--- src/rtl/cc_action_sequencer_if.sv ---
// Signal bundle between the CC game sequencer, the action source and the board engines.
// Handshakes: each *_start is a registered one-cycle request; the engine answers with a one-cycle
// *_done no earlier than the following cycle, and legal/hit/count are meaningful only alongside their done.
interface cc_action_sequencer_if;
   logic       in_valid_2;
   logic [5:0] in_starting_pos;
   logic [1:0] in_action;
   logic       board_loaded;
   logic       swap_start;
   logic [5:0] swap_pos;
   logic [1:0] swap_dir;
   logic       swap_done;
   logic       swap_legal;
   logic       scan_start;
   logic       scan_done;
   logic       scan_hit;
   logic [5:0] scan_count;
   logic       drop_start;
   logic       drop_done;
   logic       out_valid;
   logic [6:0] out_score;
   logic       busy;
   logic [1:0] err;
   logic [2:0] dbg_state;

   modport master (
      input  in_valid_2, in_starting_pos, in_action, board_loaded,
      input  swap_done, swap_legal, scan_done, scan_hit, scan_count, drop_done,
      output swap_start, swap_pos, swap_dir, scan_start, drop_start,
      output out_valid, out_score, busy, err, dbg_state
   );

   modport slave (
      output in_valid_2, in_starting_pos, in_action, board_loaded,
      output swap_done, swap_legal, scan_done, scan_hit, scan_count, drop_done,
      input  swap_start, swap_pos, swap_dir, scan_start, drop_start,
      input  out_valid, out_score, busy, err, dbg_state
   );
endinterface

--- src/rtl/cc_action_sequencer.sv ---
// Game control FSM for CC: buffers player actions, drives swap/scan/drop engines per action,
// accumulates a saturating score and reports it with a one-cycle pulse.
module cc_action_sequencer #(
   parameter int ACT_NUM     = 10,
   parameter int MAX_CASCADE = 16,
   parameter int LAT_LIMIT   = 480
) (
   input logic                   clk,
   input logic                   rst,
   cc_action_sequencer_if.master bus
);
   localparam int PTR_W = $clog2(ACT_NUM);
   localparam int CNT_W = $clog2(ACT_NUM + 1);
   localparam int CAS_W = $clog2(MAX_CASCADE + 1);
   localparam int WD_W  = $clog2(LAT_LIMIT + 1);

   localparam logic [PTR_W-1:0] PTR_LAST = PTR_W'(ACT_NUM - 1);
   localparam logic [CNT_W-1:0] ACT_MAX  = CNT_W'(ACT_NUM);
   localparam logic [CAS_W-1:0] CAS_MAX  = CAS_W'(MAX_CASCADE);
   localparam logic [WD_W-1:0]  WD_MAX   = WD_W'(LAT_LIMIT);
   localparam logic [WD_W-1:0]  WD_TRIP  = WD_W'(LAT_LIMIT - 1);

   typedef enum logic [2:0] {
      S_IDLE  = 3'd0,
      S_FETCH = 3'd1,
      S_SWAP  = 3'd2,
      S_SCAN  = 3'd3,
      S_DROP  = 3'd4,
      S_DONE  = 3'd5
   } state_t;

   state_t           state;
   logic [7:0]       fifo_mem [ACT_NUM];
   logic [PTR_W-1:0] wr_ptr;
   logic [PTR_W-1:0] rd_ptr;
   logic [CNT_W-1:0] fifo_cnt;
   logic [CNT_W-1:0] acc_cnt;
   logic [CNT_W-1:0] act_done;
   logic [CAS_W-1:0] casc_cnt;
   logic [WD_W-1:0]  wd_cnt;
   logic [6:0]       score;
   logic [7:0]       score_sum;

   logic             swap_start;
   logic [5:0]       swap_pos;
   logic [1:0]       swap_dir;
   logic             scan_start;
   logic             drop_start;
   logic             out_valid;
   logic [6:0]       out_score;
   logic             busy;
   logic [1:0]       err;

   logic fifo_full, fifo_empty, push_ok, push_drop, fifo_pop, timeout;

   assign fifo_full  = (fifo_cnt == ACT_MAX);
   assign fifo_empty = (fifo_cnt == '0);
   assign push_drop  = bus.in_valid_2 && (fifo_full || (acc_cnt == ACT_MAX));
   assign push_ok    = bus.in_valid_2 && !push_drop;
   // An accepted action restarts the watchdog, so it also cancels a trip in the same cycle.
   assign timeout    = (state != S_IDLE) && (state != S_DONE) && !push_ok && (wd_cnt == WD_TRIP);
   assign fifo_pop   = (state == S_FETCH) && !timeout && (act_done != ACT_MAX) && !fifo_empty;
   assign score_sum  = {1'b0, score} + {2'b00, bus.scan_count};

   always_ff @(posedge clk) begin
      if (rst) begin
         wr_ptr   <= '0;
         rd_ptr   <= '0;
         fifo_cnt <= '0;
      end else begin
         if (push_ok) begin
            fifo_mem[wr_ptr] <= {bus.in_starting_pos, bus.in_action};
            wr_ptr           <= (wr_ptr == PTR_LAST) ? '0 : wr_ptr + 1'b1;
         end
         if (fifo_pop) begin
            rd_ptr <= (rd_ptr == PTR_LAST) ? '0 : rd_ptr + 1'b1;
         end
         case ({push_ok, fifo_pop})
            2'b10:   fifo_cnt <= fifo_cnt + 1'b1;
            2'b01:   fifo_cnt <= fifo_cnt - 1'b1;
            default: fifo_cnt <= fifo_cnt;
         endcase
      end
   end

   always_ff @(posedge clk) begin
      if (rst) begin
         state      <= S_IDLE;
         acc_cnt    <= '0;
         act_done   <= '0;
         casc_cnt   <= '0;
         wd_cnt     <= '0;
         score      <= '0;
         swap_start <= 1'b0;
         swap_pos   <= '0;
         swap_dir   <= '0;
         scan_start <= 1'b0;
         drop_start <= 1'b0;
         out_valid  <= 1'b0;
         out_score  <= '0;
         busy       <= 1'b0;
         err        <= '0;
      end else begin
         swap_start <= 1'b0;
         scan_start <= 1'b0;
         drop_start <= 1'b0;
         out_valid  <= 1'b0;
         out_score  <= '0;

         if (push_ok) begin
            acc_cnt <= acc_cnt + 1'b1;
            wd_cnt  <= '0;
         end else if ((state != S_IDLE) && (wd_cnt != WD_MAX)) begin
            wd_cnt <= wd_cnt + 1'b1;
         end

         // A game start clears the flags first so a drop in the same cycle still sticks.
         if ((state == S_IDLE) && bus.board_loaded) err <= '0;
         if (push_drop) err[1] <= 1'b1;

         if (timeout) begin
            err[0]    <= 1'b1;
            out_valid <= 1'b1;
            out_score <= score;
            state     <= S_DONE;
         end else begin
            unique case (state)
               S_IDLE: begin
                  if (bus.board_loaded) begin
                     score    <= '0;
                     casc_cnt <= '0;
                     act_done <= '0;
                     if (!push_ok) wd_cnt <= '0;
                     busy     <= 1'b1;
                     state    <= S_FETCH;
                  end
               end
               S_FETCH: begin
                  if (act_done == ACT_MAX) begin
                     out_valid <= 1'b1;
                     out_score <= score;
                     state     <= S_DONE;
                  end else if (!fifo_empty) begin
                     {swap_pos, swap_dir} <= fifo_mem[rd_ptr];
                     act_done   <= act_done + 1'b1;
                     swap_start <= 1'b1;
                     state      <= S_SWAP;
                  end
               end
               // A done seen while the start is still high belongs to an earlier request.
               S_SWAP: begin
                  if (bus.swap_done && !swap_start) begin
                     if (bus.swap_legal) begin
                        casc_cnt   <= '0;
                        scan_start <= 1'b1;
                        state      <= S_SCAN;
                     end else begin
                        state <= S_FETCH;
                     end
                  end
               end
               S_SCAN: begin
                  if (bus.scan_done && !scan_start) begin
                     if (bus.scan_hit) begin
                        score      <= (score_sum > 8'd127) ? 7'd127 : score_sum[6:0];
                        casc_cnt   <= casc_cnt + 1'b1;
                        drop_start <= 1'b1;
                        state      <= S_DROP;
                     end else begin
                        state <= S_FETCH;
                     end
                  end
               end
               S_DROP: begin
                  if (bus.drop_done && !drop_start) begin
                     if (casc_cnt < CAS_MAX) begin
                        scan_start <= 1'b1;
                        state      <= S_SCAN;
                     end else begin
                        state <= S_FETCH;
                     end
                  end
               end
               S_DONE: begin
                  acc_cnt <= push_ok ? CNT_W'(1) : '0;
                  busy    <= 1'b0;
                  state   <= S_IDLE;
               end
               default: begin
                  busy  <= 1'b0;
                  state <= S_IDLE;
               end
            endcase
         end
      end
   end

   assign bus.swap_start = swap_start;
   assign bus.swap_pos   = swap_pos;
   assign bus.swap_dir   = swap_dir;
   assign bus.scan_start = scan_start;
   assign bus.drop_start = drop_start;
   assign bus.out_valid  = out_valid;
   assign bus.out_score  = out_score;
   assign bus.busy       = busy;
   assign bus.err        = err;
   assign bus.dbg_state  = state;
endmodule

--- src/flat_wrapper.sv ---
// flat-port wrapper written by rule: the top's interface ports become plain ports
module cc_action_sequencer_flat 
#(
   parameter int ACT_NUM     = 10,
   parameter int MAX_CASCADE = 16,
   parameter int LAT_LIMIT   = 480
)
  (clk, rst, bus_in_valid_2, bus_in_starting_pos, bus_in_action, bus_board_loaded, bus_swap_done, bus_swap_legal, bus_scan_done, bus_scan_hit, bus_scan_count, bus_drop_done, bus_swap_start, bus_swap_pos, bus_swap_dir, bus_scan_start, bus_drop_start, bus_out_valid, bus_out_score, bus_busy, bus_err, bus_dbg_state);
  cc_action_sequencer_if bus_i ();
  input logic clk;
  input logic rst;
  input wire logic [$bits(bus_i.in_valid_2)-1:0] bus_in_valid_2;
  input wire logic [$bits(bus_i.in_starting_pos)-1:0] bus_in_starting_pos;
  input wire logic [$bits(bus_i.in_action)-1:0] bus_in_action;
  input wire logic [$bits(bus_i.board_loaded)-1:0] bus_board_loaded;
  input wire logic [$bits(bus_i.swap_done)-1:0] bus_swap_done;
  input wire logic [$bits(bus_i.swap_legal)-1:0] bus_swap_legal;
  input wire logic [$bits(bus_i.scan_done)-1:0] bus_scan_done;
  input wire logic [$bits(bus_i.scan_hit)-1:0] bus_scan_hit;
  input wire logic [$bits(bus_i.scan_count)-1:0] bus_scan_count;
  input wire logic [$bits(bus_i.drop_done)-1:0] bus_drop_done;
  output wire logic [$bits(bus_i.swap_start)-1:0] bus_swap_start;
  output wire logic [$bits(bus_i.swap_pos)-1:0] bus_swap_pos;
  output wire logic [$bits(bus_i.swap_dir)-1:0] bus_swap_dir;
  output wire logic [$bits(bus_i.scan_start)-1:0] bus_scan_start;
  output wire logic [$bits(bus_i.drop_start)-1:0] bus_drop_start;
  output wire logic [$bits(bus_i.out_valid)-1:0] bus_out_valid;
  output wire logic [$bits(bus_i.out_score)-1:0] bus_out_score;
  output wire logic [$bits(bus_i.busy)-1:0] bus_busy;
  output wire logic [$bits(bus_i.err)-1:0] bus_err;
  output wire logic [$bits(bus_i.dbg_state)-1:0] bus_dbg_state;
  assign bus_i.in_valid_2 = bus_in_valid_2;
  assign bus_i.in_starting_pos = bus_in_starting_pos;
  assign bus_i.in_action = bus_in_action;
  assign bus_i.board_loaded = bus_board_loaded;
  assign bus_i.swap_done = bus_swap_done;
  assign bus_i.swap_legal = bus_swap_legal;
  assign bus_i.scan_done = bus_scan_done;
  assign bus_i.scan_hit = bus_scan_hit;
  assign bus_i.scan_count = bus_scan_count;
  assign bus_i.drop_done = bus_drop_done;
  assign bus_swap_start = bus_i.swap_start;
  assign bus_swap_pos = bus_i.swap_pos;
  assign bus_swap_dir = bus_i.swap_dir;
  assign bus_scan_start = bus_i.scan_start;
  assign bus_drop_start = bus_i.drop_start;
  assign bus_out_valid = bus_i.out_valid;
  assign bus_out_score = bus_i.out_score;
  assign bus_busy = bus_i.busy;
  assign bus_err = bus_i.err;
  assign bus_dbg_state = bus_i.dbg_state;
  cc_action_sequencer #(.ACT_NUM(ACT_NUM), .MAX_CASCADE(MAX_CASCADE), .LAT_LIMIT(LAT_LIMIT)) u_core (.clk(clk), .rst(rst), .bus(bus_i));
endmodule
--- config.mk ---
export PLATFORM = sky130hd
export DESIGN_NAME = cc_action_sequencer_flat
export DESIGN_NICKNAME = d
export VERILOG_FILES = /design/src/rtl/cc_action_sequencer_if.sv /design/src/rtl/cc_action_sequencer.sv /design/src/flat_wrapper.sv
export SDC_FILE = /design/constraint.sdc
export NUM_CORES = 1
export LEC_CHECK = 0
export CORE_MARGIN = 5
export CORE_UTILIZATION = 55
export CTS_BUF_LIST = sky130_fd_sc_hd__clkbuf_4
export DETAILED_ROUTE_END_ITERATION = 16
export PLACE_DENSITY = 0.75
export SYNTH_ARGS = -nofsm -noshare
export SYNTH_HDL_FRONTEND = slang
export SYNTH_SLANG_ARGS = --single-unit
--- constraint.sdc ---
create_clock -name clk -period 3.4 [get_ports clk]
set_input_delay 1.02 -clock clk [delete_from_list [all_inputs] [get_ports clk]]
set_output_delay 1.02 -clock clk [all_outputs]
set_load 0.01 [all_outputs]
# --- Word-level counts from Yosys, hierarchy flattened ---
# Memory sizes are Yosys's and may differ from the RTL's. A register that Yosys moved wholly into a read port is not among the register bits.
# Cells that the tools add are included.
totals:
  register_bits: 58
  latch_bits: 0
  ram_bits: 80
  rom_bits: 0
  inputBits: 23
  output_inout_bits: 25
  elab_cells: 168
  mem_count: 1
classes:
  n_addsub: 9
  mul: 0
  n_div: 0
  n_lt_le_gt_ge: 2
  n_eq_ne: 30
  n_shift: 0
  mux: 60
  bitwise: 7
  n_reduce_logical: 41
mem_list:
  columns: ["memory", "words", "word_bits", "rd", "rd_ports_with_merged_regs", "wr", "line", "source"]
  rows:
  - ["u_core.fifo_mem", 10, 8, 1, 1, 1, "cc_action_sequencer.sv:33", "logic [7:0] fifo_mem [ACT_NUM];"]
op_table:
  columns: ["cell", "count"]
  rows:
  - ["two-way mux 9 bit", 6]
  - ["two-way mux 7 bit", 7]
  - ["two-way mux 4 bit", 8]
  - ["two-way mux 5 bit", 5]
  - ["two-way mux 3 bit", 8]
  - ["adder 4 x 1 -> 4 bit, second input constant", 5]
  - ["equality test 4 bit, second input constant", 5]
  - ["AND reduction 5 bit", 4]
  - ["two-way mux 1 bit", 16]
  - ["one-hot mux 4 bit (2 select lines)", 2]
  - ["one-hot mux 3 bit (5 select lines)", 1]
  - ["one-hot mux 5 bit (3 select lines)", 1]
  - ["one-hot mux 7 bit (2 select lines)", 1]
  - ["logical AND 1 bit", 13]
  - ["OR reduction 4 bit", 3]
  - ["inequality test 2 bit, second input constant", 5]
  - ["nonzero test 2 bit", 5]
  - ["adder 9 x 1 -> 9 bit, second input constant", 1]
  - ["equality test 9 bit, second input constant", 1]
  - ["inequality test 3 x 1 -> 1 bit, second input constant", 3]
  - ["inequality test 9 bit, second input constant", 1]
  - ["adder 7 x 6 -> 8 bit", 1]
  - ["greater-than comparator 8 x 7 -> 1 bit, second input constant", 1]
  - ["inequality test 4 bit, second input constant", 2]
  - ["other kinds (23)", 44]

# --- Depth between registers and ports, before layout ---
# Gate-level depths: netlist (run 1).
depth:
  depth_word: 14
  mapped_depth: 15
  mapped_depth_nobuf: 13

# --- Worst setup path before layout (run 1) ---
# OpenSTA, ideal clock, no wires.
synth_timing:
  path_type: "in2reg"
  startpoint: "input bus_in_valid_2"
  endpoint: "register u_core.fifo_cnt[2]"
  setup_ns: 0.070
  arrival_ns: 2.840
  required_ns: 3.330
  setup_slack_ns: 0.490
  path_stages: 12
  path_buffers: 2
  path_cell_list: "o211a_1 > buf_6 > o21ai_2 > inv_2 > buf_2 > ha_1 > xor2_1 > ha_1 > a21oi_1 > xor2_1 > or3_1 > a21oi_1"
synth_via:
  elab_chain_cells: 12
  word_cells_on_any_way: 14
  cone_classes: "eq/ne (2); mux (1); reduce/logical (11)"
synth_rtl:
  columns: ["element", "line", "source"]
  rows:
  - ["start: declaration", "flat_wrapper.sv:12", "input wire logic [$bits(bus_i.in_valid_2)-1:0] bus_in_valid_2;"]
  - ["logical AND 1 bit", "cc_action_sequencer.sv:58", "assign push_drop = bus.in_valid_2 && (fifo_full || (acc_cnt == ACT_MAX));"]
  - ["zero test 1 bit", "cc_action_sequencer.sv:59", "assign push_ok = bus.in_valid_2 && !push_drop;"]
  - ["logical AND 1 bit *", "cc_action_sequencer.sv:59", null]
  - ["zero test 1 bit *", "cc_action_sequencer.sv:61", "assign timeout = (state != S_IDLE) && (state != S_DONE) && !push_ok && (wd_cnt == WD_TRIP);"]
  - ["logical AND 1 bit * (2 in series)", "cc_action_sequencer.sv:61", null]
  - ["zero test 1 bit *", "cc_action_sequencer.sv:62", "assign fifo_pop = (state == S_FETCH) && !timeout && (act_done != ACT_MAX) && !fifo_empty;"]
  - ["logical AND 1 bit * (3 in series)", "cc_action_sequencer.sv:62", null]
  - ["via u_core.fifo_pop", "cc_action_sequencer.sv:54", "logic fifo_full, fifo_empty, push_ok, push_drop, fifo_pop, timeout;"]
  - ["equality test 2 x 1 -> 1 bit or equality test 2 bit (tied branches)", "cc_action_sequencer.sv:78", "case ({push_ok, fifo_pop})"]
  - ["one-hot mux 4 bit (2 select lines) or nonzero test 2 bit (tied branches)", null, null]
  - ["end signal: assignment", "cc_action_sequencer.sv:79", "2'b10: fifo_cnt <= fifo_cnt + 1'b1;"]
  - ["end signal: assignment", "cc_action_sequencer.sv:80", "2'b01: fifo_cnt <= fifo_cnt - 1'b1;"]
  - ["end signal: assignment", "cc_action_sequencer.sv:81", "default: fifo_cnt <= fifo_cnt;"]
  - ["end: declaration", "cc_action_sequencer.sv:36", "logic [CNT_W-1:0] fifo_cnt;"]
# The timed path passes the listed nets; every way through them passes the cells marked *.
# A chain may end at the register's enable or synchronous reset.

# --- Worst setup path after layout (run 1) ---
layout_timing:
  startpoint: "register u_core.state[1] (netlist: u_core.bus.dbg_state[1])"
  endpoint: "output bus_dbg_state[1]"
layout_rtl:
  columns: ["element", "line", "source"]
  rows:
  - ["start: declaration", "cc_action_sequencer.sv:32", "state_t state;"]
  - ["start signal: assignment", "cc_action_sequencer.sv:88", "state <= S_IDLE;"]
  - ["start signal: assignment", "cc_action_sequencer.sv:125", "state <= S_DONE;"]
  - ["start signal: assignment", "cc_action_sequencer.sv:135", "state <= S_FETCH;"]
  - ["end: declaration", "flat_wrapper.sv:31", "output wire logic [$bits(bus_i.dbg_state)-1:0] bus_dbg_state;"]
# No word-level cell between the ends.

==> results of run 1 <==
## where the power goes
part           switching [mW]  internal [mW]  leakage [nW]
combinational           0.584          0.505          1.15
sequential              0.131           1.95          1.26
clock                   0.611          0.464         0.147
## cell families after synthesis
group,synth area share [%]
xor+xnor,2.693
flops,57.24
mux,8.790
simple gates,13.75
fa+ha+maj,3.385
compound gates,11.18
buf+inv,2.962
## sequential cells by signal, summed over array words and instances, names as in the netlist, 3 cells and up
signal / flops
u_core.bus.dbg_state: 3
u_core.rd_ptr: 4
u_core.score: 7
u_core.act_done: 4
u_core.bus.out_score: 7
u_core.acc_cnt: 4
u_core.fifo_cnt: 4
u_core.wd_cnt: 9
u_core.fifo_mem: 80
u_core.casc_cnt: 5
u_core.wr_ptr: 4
u_core.bus.swap_pos: 6
## how the worst max path moves through the flow
stage                                               from                         endpoint  slack, ns  cells after the start
floorplan                                 bus_in_valid_2  u_core.fifo_cnt[2]$_SDFFE_PP0P_       0.49                     12
global placement                          bus_in_valid_2  u_core.fifo_cnt[2]$_SDFFE_PP0P_       0.19                     11
detailed placement                        bus_in_valid_2  u_core.fifo_cnt[2]$_SDFFE_PP0P_       0.06                     11
CTS                 u_core.bus.dbg_state[0]$_SDFFE_PP0P_                 bus_dbg_state[0]       0.43                      2
global route        u_core.bus.dbg_state[1]$_SDFFE_PP0P_                 bus_dbg_state[1]       0.31                      1
finish              u_core.bus.dbg_state[1]$_SDFFE_PP0P_                 bus_dbg_state[1]       0.44                      1
## final cells by class
class                           count  area (um^2)  share of cell area (%)
Sequential cell                   146         3724                   49.92
Multi-Input combinational cell    358         2589                   34.71
Timing Repair Buffer               67        620.6                   8.321
Tap cell                          143        178.9                   2.399
Clock buffer                       20        150.1                   2.013
Clock inverter                     12        133.9                   1.795
Inverter                           16        60.06                  0.8052
Antenna cell                        1        2.502                 0.03355
## metal layers
layer | routed length, um | up-vias | share of wire (%)
met4 | 295 | 0 | 2.1
met1 | 5728 | 2198 | 42
met5 | 0 | - | 0
li1 | - | 2147 | -
met3 | 700 | 21 | 5.1
met2 | 7035 | 104 | 51
## stage by stage
| step | setup WS (ns) | area, um^2 |
|---|---|---|
| 5_1_grt | 0.3116 | 7458 |
| 3_3_place_gp | 0.1917 | 7172 |
| 3_5_place_dp | 0.06350 | 7172 |
| 2_1_floorplan | 0.4900 | 6505 |
| 6_report | 0.4446 | 7458 |
| 4_1_cts | 0.4265 | 7456 |
## placed cells by master (no fill, tap or decap), drive strengths merged, types with 5 or more instances in the layout
master	count
ha	16
nand2b	7
o21ai	26
buf	20
nor2b	11
mux4	16
nand3	11
and3	11
clkdlybuf4s50	47
xor2	11
nand2	44
nor3	13
nor2	45
clkbuf	20
a21oi	39
dfxtp	66
mux2i	11
xnor2	9
o211ai	11
clkinv	5
mux2	9
edfxtp	80
a211oi	6
inv	18
## synth_stat cells (all sizes together) (9+ instances only)
library cell,instances
o211ai,11
dfxtp,66
nor2b,11
ha,16
nor3,13
xnor2,9
nor2,45
nand3,11
clkbuf,13
edfxtp,80
o21ai,26
nand2,44
a21oi,39
mux4,16
buf,15
and3,11
mux2i,11
mux2,9
xor2,11
inv,16
==> results.cfg, run 1 <==
[synth]
ys.flop_type = edfxtp_1
ys_seq_elements = 146
yosysWarnings = 0
avgSynthCellArea_um2 = 11.87
yosysUniqueCellTypes = 67
synth_edf_count = 80
async_flop_share_pct = 0
yosys.area.top_type_share_pct = 36.93
ys_seq_area_share_pct = 57.24
netlist_area_um2 = 6505
synthTopCellsByArea = edfxtp_1 (37%), dfxtp_1 (20%), mux4_2 (5.5%)
yosys.area.top_type = edfxtp_1
netlist_instances = 548
synth_fp_nets = 588

[drt]
detail-route-antenna-nets = 0
viasPerCell = 5.858
wl_mm = 13.76
num_vias = 4470
first_pass_iters = 5
wl_per_cell_um = 18.03
drc_errors = 0
drtIter0Drc = 297

[cells_and_area]
post-route-util_pct = 64.77
fill_cells = 904
area_delta_synth_final_pct = 14.66
drive_gt1_share_pct = 14.05
nets = 646
finalNonFillerCells = 763

[timing]
fin_hold_ws_ns = 0.4694
hold_viol = 0
slew_violations = 0
post-route-min-period_ns = 2.955
tightest_slew_ns = 0.9977
setup-tns-final_ns = 0
skew_ns = 0.01454
grt_setup_unrepaired = no
slew_headroom_pct = 33.40
setup_viol = 0
fmax_ghz = 0.3384
finalCritPeriodShare_pct = 86.92

[run]
max_cap_violations = 0

[floorplanning]
dieArea_um2 = 14100
rows = 39
die_y_um = 118.8
io_pins = 48
core_um2 = 11520
initial_core_util_pct = 56.49
die_w_um = 118.8

[clocking]
cts_tree = yes
cts_resized = 0
clk_latency_ns = 0.55
postCtsHoldBufs = 0
cts-root-buf = clkbuf_4
clkSinkCount = 146
numCtsBuffers = 17
clockBufferDepth = 2
clk_pin_slew_ns = 0.12
postCtsSetupBuffers = 0
h-tree-depth = 4

[worst_setup_path]
critPathMaxFanout = 18
crit_buf_inv = 1
r2r_start = u_core.bus.dbg_state[1]$_SDFFE_PP0P_
r2r-end = u_core.fifo_cnt[2]$_SDFFE_PP0P_
cp-start-kind = register
arrival_ns = 1.94
worstSetupEndpointType = primary output
critPathTopFamily = flip-flops
path_class = reg2out
critPathSlowestCell = dfxtp_1
reg2reg_depth = 11
path_cells = clkdlybuf4s50_1
critPathMaxStageDelay_ns = 0.73
critPathRequiredTime_ns = 2.38
r2r_slack_ns = 0.59

[outcome]
status = finished, final reports clean

[placed_design]
dp_cells = 730
numPortBuffers = 47
place.gp.congestion = 0.8992
dp_hpwl_mm = 9.553

[grt]
grt-busiest-layer = met2
grt_util_met3_pct = 6.304
grt_max_degree = 29
grtUsageMet2_pct = 35.03
grt_pass1_vias = 4477
antenna_found_initial = 1
grt_usage_pct = 20.52
grt-ovfl-total = 0
grt_pass1_wl_mm = 22.54
grtUsageMet1_pct = 24.48

[worst_hold_path]
hold_depth = 2
whs_endpoint = u_core.bus.swap_pos[5]$_SDFFE_PP0P_
hp-start = u_core.bus.swap_pos[5]$_SDFFE_PP0P_
hp-class = reg2reg

[power]
p_per_area_nw_per_um2 = 569.6
total_power_mw = 4.248
vdd_drop_max_uv = 438.4
leakagePower_nw = 2.553
No activity file was read; power rests on OpenSTA's default activity.
==> inputs of run 2 (changes only) <==
--- a/config.mk
+++ b/config.mk
@@ -6,10 +6,10 @@
 export NUM_CORES = 1
 export LEC_CHECK = 0
 export CORE_MARGIN = 5
-export CORE_UTILIZATION = 55
+export CORE_UTILIZATION = 42
 export CTS_BUF_LIST = sky130_fd_sc_hd__clkbuf_4
 export DETAILED_ROUTE_END_ITERATION = 16
-export PLACE_DENSITY = 0.75
+export PLACE_DENSITY = 0.59
 export SYNTH_ARGS = -nofsm -noshare
 export SYNTH_HDL_FRONTEND = slang
 export SYNTH_SLANG_ARGS = --single-unit
==> run 2 against run 1 <==
Compared with the run above: global-route usage decreased by 4.9 points; largest power group unchanged; first-iteration DRC count decreased by 15%; worst setup slack improved by 0.097 ns; clock power increased by 5%; largest cell class unchanged; utilization decreased by 15 points; clock skew increased by 0.0025 ns; register-to-register slack improved by 0.03 ns; highest routed layer unchanged; power increased by 1.3%; via count decreased by 1.6%; wire length decreased by 0.88%; fmax increased by 3.4%.
==> results.cfg, run 2 (synthesized netlist as in run 1, its figures left out) <==
[outcome]
status = finished, final reports clean

[worst_setup_path]
critPathSlowestCell = dfxtp_1
cp-start-kind = register
crit_buf_inv = 1
r2r_slack_ns = 0.62
path_cells = clkdlybuf4s50_1
path_class = reg2out
critPathRequiredTime_ns = 2.38
critPathMaxStageDelay_ns = 0.66
arrival_ns = 1.84
critPathMaxFanout = 15
worstSetupEndpointType = primary output
critPathTopFamily = flip-flops

[clocking]
h-tree-depth = 4
cts_tree = yes
numCtsBuffers = 17
postCtsHoldBufs = 0
clockBufferDepth = 2
clkSinkCount = 146
clk_latency_ns = 0.55
cts_resized = 0
clk_pin_slew_ns = 0.13
postCtsSetupBuffers = 0
cts-root-buf = clkbuf_4

[floorplanning]
core_um2 = 15200
die_w_um = 134.5
die_y_um = 134.5
initial_core_util_pct = 42.79
io_pins = 48
dieArea_um2 = 18080
rows = 45

[worst_hold_path]
hp-class = reg2reg

[timing]
tightest_slew_ns = 0.9622
slew_violations = 0
grt_setup_unrepaired = no
skew_ns = 0.01706
post-route-min-period_ns = 2.858
slew_headroom_pct = 35.77
finalCritPeriodShare_pct = 84.07
fin_hold_ws_ns = 0.4662
setup-tns-final_ns = 0
fmax_ghz = 0.3499
setup_viol = 0
hold_viol = 0

[grt]
grt_pass1_vias = 4345
grt-ovfl-total = 0
grt_pass1_wl_mm = 22.34
grt_usage_pct = 15.59
grt_max_degree = 37
antenna_found_initial = 0

[cells_and_area]
reg.largest.list = u_core.fifo_mem: 80 flops, u_core.wd_cnt: 9 flops
final_common_cell = edfxtp_1
largest_reg_flops = 80
final_cell_mix = edfxtp_1 (80), dfxtp_1 (66), clkdlybuf4s50_1 (47), nor2_1 (45), nand2_1 (44)
regMostFlops = u_core.fifo_mem
fill_cells = 1360
area_delta_synth_final_pct = 15.45
diodes = 0
nets = 646
drive_gt1_share_pct = 13.92

[drt]
drc_errors = 0
viasPerCell = 5.458
num_vias = 4399
drtIter0Drc = 252
first_pass_iters = 4
detail-route-antenna-nets = 0
wl_mm = 13.64
wl_per_cell_um = 16.92

[placed_design]
numPortBuffers = 47
dp_hpwl_mm = 9.531
place.gp.congestion = 0.8088

[power]
vdd_drop_max_uv = 272.3
p_per_area_nw_per_um2 = 572.8
leakagePower_nw = 2.551

[run]
max_cap_violations = 0
## run 2: cell count changes in the layout (fill, tap and decap cells not counted), sizes merged
cell	previous run	this run
diode	1	0
clkinv	5	3
clkbuf	20	17
inv	18	22
## run 2: power by group
group	internal [mW]	leakage, nW	switching, mW
clock	0.445	0.144	0.677
combinational	0.510	1.15	0.598
sequential	1.95	1.26	0.118
total	2.91	2.55	1.39
## run 2: stage by stage
step / cells / power [mW] / setup WS [ns] / util [%] / cell area, um^2
after floorplan: 548 / 2.892 / 0.4900 / - / 6505
after global placement: 775 / 3.209 / 0.1669 / 47.55 / 7228
after detailed placement: 775 / 3.225 / 0.09225 / 47.55 / 7228
after CTS: 806 / 4.344 / 0.5063 / 49.40 / 7510
after global routing: 806 / 4.541 / 0.4414 / 49.40 / 7510
final: 806 / 4.302 / 0.5418 / 49.40 / 7510
## run 2: layout make-up
type                            count  area [um^2]  share of cell area (%)
Sequential cell                   146         3724                   49.58
Multi-Input combinational cell    358         2589                   34.47
Timing Repair Buffer               67        620.6                   8.264
Tap cell                          188        235.2                   3.132
Clock inverter                     14        153.9                   2.049
Clock buffer                       17        127.6                   1.699
Inverter                           16        60.06                  0.7997
## run 2: path summary, 6_finish.rpt
kind	cells past startpoint	end	from
min	2	u_core.bus.swap_pos[4]$_SDFFE_PP0P_	u_core.bus.swap_pos[4]$_SDFFE_PP0P_
max reg2reg	11	u_core.fifo_cnt[2]$_SDFFE_PP0P_	u_core.bus.dbg_state[0]$_SDFFE_PP0P_
max	1	bus_dbg_state[2]	u_core.bus.dbg_state[2]$_SDFFE_PP0P_
min reg2reg	2	u_core.bus.swap_pos[4]$_SDFFE_PP0P_	u_core.bus.swap_pos[4]$_SDFFE_PP0P_
## run 2: layer usage
metal	global-route usage, %	wire length [um]
met3	4.061	526
met2	25.03	6505
met1	21.14	6485
met4	4.186	121
met5	0	0
==> inputs of run 3 (changes only) <==
==> constraint.sdc (replaced) <==
create_clock -name clk -period 2.87 [get_ports clk]
set_input_delay 0.861 -clock clk [delete_from_list [all_inputs] [get_ports clk]]
set_output_delay 0.861 -clock clk [all_outputs]
set_load 0.01 [all_outputs]
==> run 3 against run 2 <==
Compared with the run above: utilization increased by 0.44 points; sequential power increased by 18%; sequential share of layout area shrank 0.41 points; die area stayed put; register-to-register slack got worse by 0.35 ns; highest routed layer unchanged; first-iteration DRC count decreased by 2.4%; largest power group unchanged; largest cell class unchanged; critical path depth is 1 higher; wire length fell by 1.0%; cell count is 1.1% higher; worst setup slack lost 0.28 ns.
==> results.cfg, run 3 (synthesized netlist as in run 1, its figures left out) <==
[cells_and_area]
final_cell_mix = edfxtp_1 (80), dfxtp_1 (64), clkdlybuf4s50_1 (47), nor2_1 (45), nand2_1 (44)
diodes = 0
regMostFlops = u_core.fifo_mem
fill_cells = 1324
area_delta_synth_final_pct = 16.48
reg.largest.list = u_core.fifo_mem: 80 flops, u_core.wd_cnt: 9 flops
nets = 654
final_common_cell = edfxtp_1
drive_gt1_share_pct = 15.63
finalNonFillerCells = 815
largest_reg_flops = 80

[timing]
finalCritPeriodShare_pct = 90.80
slew_violations = 0
slew_headroom_pct = 39.37
setup-tns-final_ns = 0
post-route-min-period_ns = 2.606
skew_ns = 0.02382
fmax_ghz = 0.3837
setup_viol = 0
grt_setup_unrepaired = no
hold_viol = 0
tightest_slew_ns = 0.9082

[grt]
antenna_found_initial = 0
grt-ovfl-total = 0
grt_pass1_wl_mm = 22.14
grt_max_degree = 29
grt_pass1_vias = 4392
grt_usage_pct = 15.49

[power]
p_per_area_nw_per_um2 = 674.1
leakagePower_nw = 2.596
vdd_drop_max_uv = 394.8

[drt]
drc_errors = 0
wl_per_cell_um = 16.56
wl_mm = 13.50
first_pass_iters = 6
drtIter0Drc = 246
num_vias = 4426
viasPerCell = 5.431
detail-route-antenna-nets = 0

[worst_setup_path]
critPathTopFamily = buffers and inverters
critPathCapture = bus_dbg_state[1]
critPathMaxFanout = 10
critPathMaxStageDelay_ns = 0.55
cp.depth = 2
path_class = reg2out
crit_start = u_core.bus.dbg_state[1]$_SDFFE_PP0P_
r2r_slack_ns = 0.27
path_cells = buf_4, clkdlybuf4s50_1
arrival_ns = 1.75
r2r-end = u_core.fifo_cnt[2]$_SDFFE_PP0P_
cp-start-kind = register
critPathSlowestCell = clkdlybuf4s50_1
r2r_start = u_core.fifo_cnt[0]$_SDFFE_PP0P_
critPathRequiredTime_ns = 2.01
reg2reg_depth = 11
crit_buf_inv = 2
worstSetupEndpointType = primary output

[placed_design]
numPortBuffers = 47
dp_cells = 783
place.gp.congestion = 0.8052
dp_hpwl_mm = 9.665

[clocking]
clk_latency_ns = 0.55
clockBufferDepth = 2
cts-root-buf = clkbuf_4
postCtsHoldBufs = 0
clkSinkCount = 146
postCtsSetupBuffers = 0
h-tree-depth = 4
numCtsBuffers = 17
cts_resized = 0
clk_pin_slew_ns = 0.14
cts_tree = yes

[outcome]
status = finished, final reports clean

[floorplanning]
initial_core_util_pct = 42.79
dieArea_um2 = 18080
io_pins = 48
die_w_um = 134.5
die_y_um = 134.5
rows = 45
core_um2 = 15200

[worst_hold_path]
hp-class = reg2reg

[run]
max_cap_violations = 0
==> run 3: cell types whose count changed in the layout (fill, tap and decap cells not counted), sizes merged <==
| cell | before | now |
|---|---|---|
| buf | 20 | 28 |
| inv | 22 | 21 |
| clkinv | 3 | 4 |
| clkbuf | 17 | 18 |
==> run 3: worst min path at each step <==
stage / end / from / cells after the start
after CTS: u_core.score[5]$_SDFFE_PP0P_ / u_core.score[5]$_SDFFE_PP0P_ / 2
after detailed placement: u_core.bus.swap_pos[4]$_SDFFE_PP0P_ / u_core.bus.swap_pos[4]$_SDFFE_PP0P_ / 2
after floorplan: u_core.score[0]$_SDFFE_PP0P_ / u_core.score[0]$_SDFFE_PP0P_ / 2
after global routing: u_core.bus.swap_pos[4]$_SDFFE_PP0P_ / u_core.bus.swap_pos[4]$_SDFFE_PP0P_ / 2
after global placement: u_core.bus.swap_pos[0]$_SDFFE_PP0P_ / u_core.bus.swap_pos[0]$_SDFFE_PP0P_ / 2
final: u_core.bus.swap_pos[4]$_SDFFE_PP0P_ / u_core.bus.swap_pos[4]$_SDFFE_PP0P_ / 2
==> run 3: metrics by stage <==
| step | power (mW) | setup slack [ns] | cell area (um^2) | util (%) | hold slack [ns] |
|---|---|---|---|---|---|
| 6_report | 5.108 | 0.2639 | 7577 | 49.84 | 0.4703 |
| 5_1_grt | 5.419 | 0.01982 | 7577 | 49.84 | 0.5021 |
| 4_1_cts | 5.169 | 0.07816 | 7575 | 49.83 | 0.4768 |
| 3_5_place_dp | 3.856 | -0.2176 | 7288 | 47.94 | 0.4588 |
| 3_3_place_gp | 3.835 | -0.1022 | 7288 | 47.94 | 0.4548 |
| 2_1_floorplan | 3.426 | 0.1190 | 6505 | - | 0.4442 |
==> run 3: power breakdown <==
| group | leakage [nW] | switching (mW) | internal, mW |
|---|---|---|---|
| combinational | 1.19 | 0.727 | 0.637 |
| sequential | 1.26 | 0.125 | 2.32 |
| clock | 0.149 | 0.764 | 0.537 |
| total | 2.60 | 1.62 | 3.49 |
==> run 3: cell type report <==
cell class	count	area [um^2]	area share, %
tap	188	235.2	3.104
clock buffer	18	135.1	1.783
clock inverter	14	151.4	1.998
inverter	16	60.06	0.7926
timing repair buffer	75	680.7	8.983
sequential	146	3726	49.17
multi-input combinational	358	2589	34.16
==> run 3: layer usage <==
metal	part of all wire (%)	vias up	wire (um)	GRT usage, %
li1	-	2165	-	-
met1	46	2130	6238	20.10
met2	48	115	6538	25.75
met3	4.1	16	556	3.651
met4	1.2	0	163	5.090
met5	0	-	0	0
==> run 3: tightest hold or removal path, stage by stage, from the launching register on <==
cell and delay [ns]:
dfxtp_1 0.34, nand2_1 0.05, a21oi_1 0.05
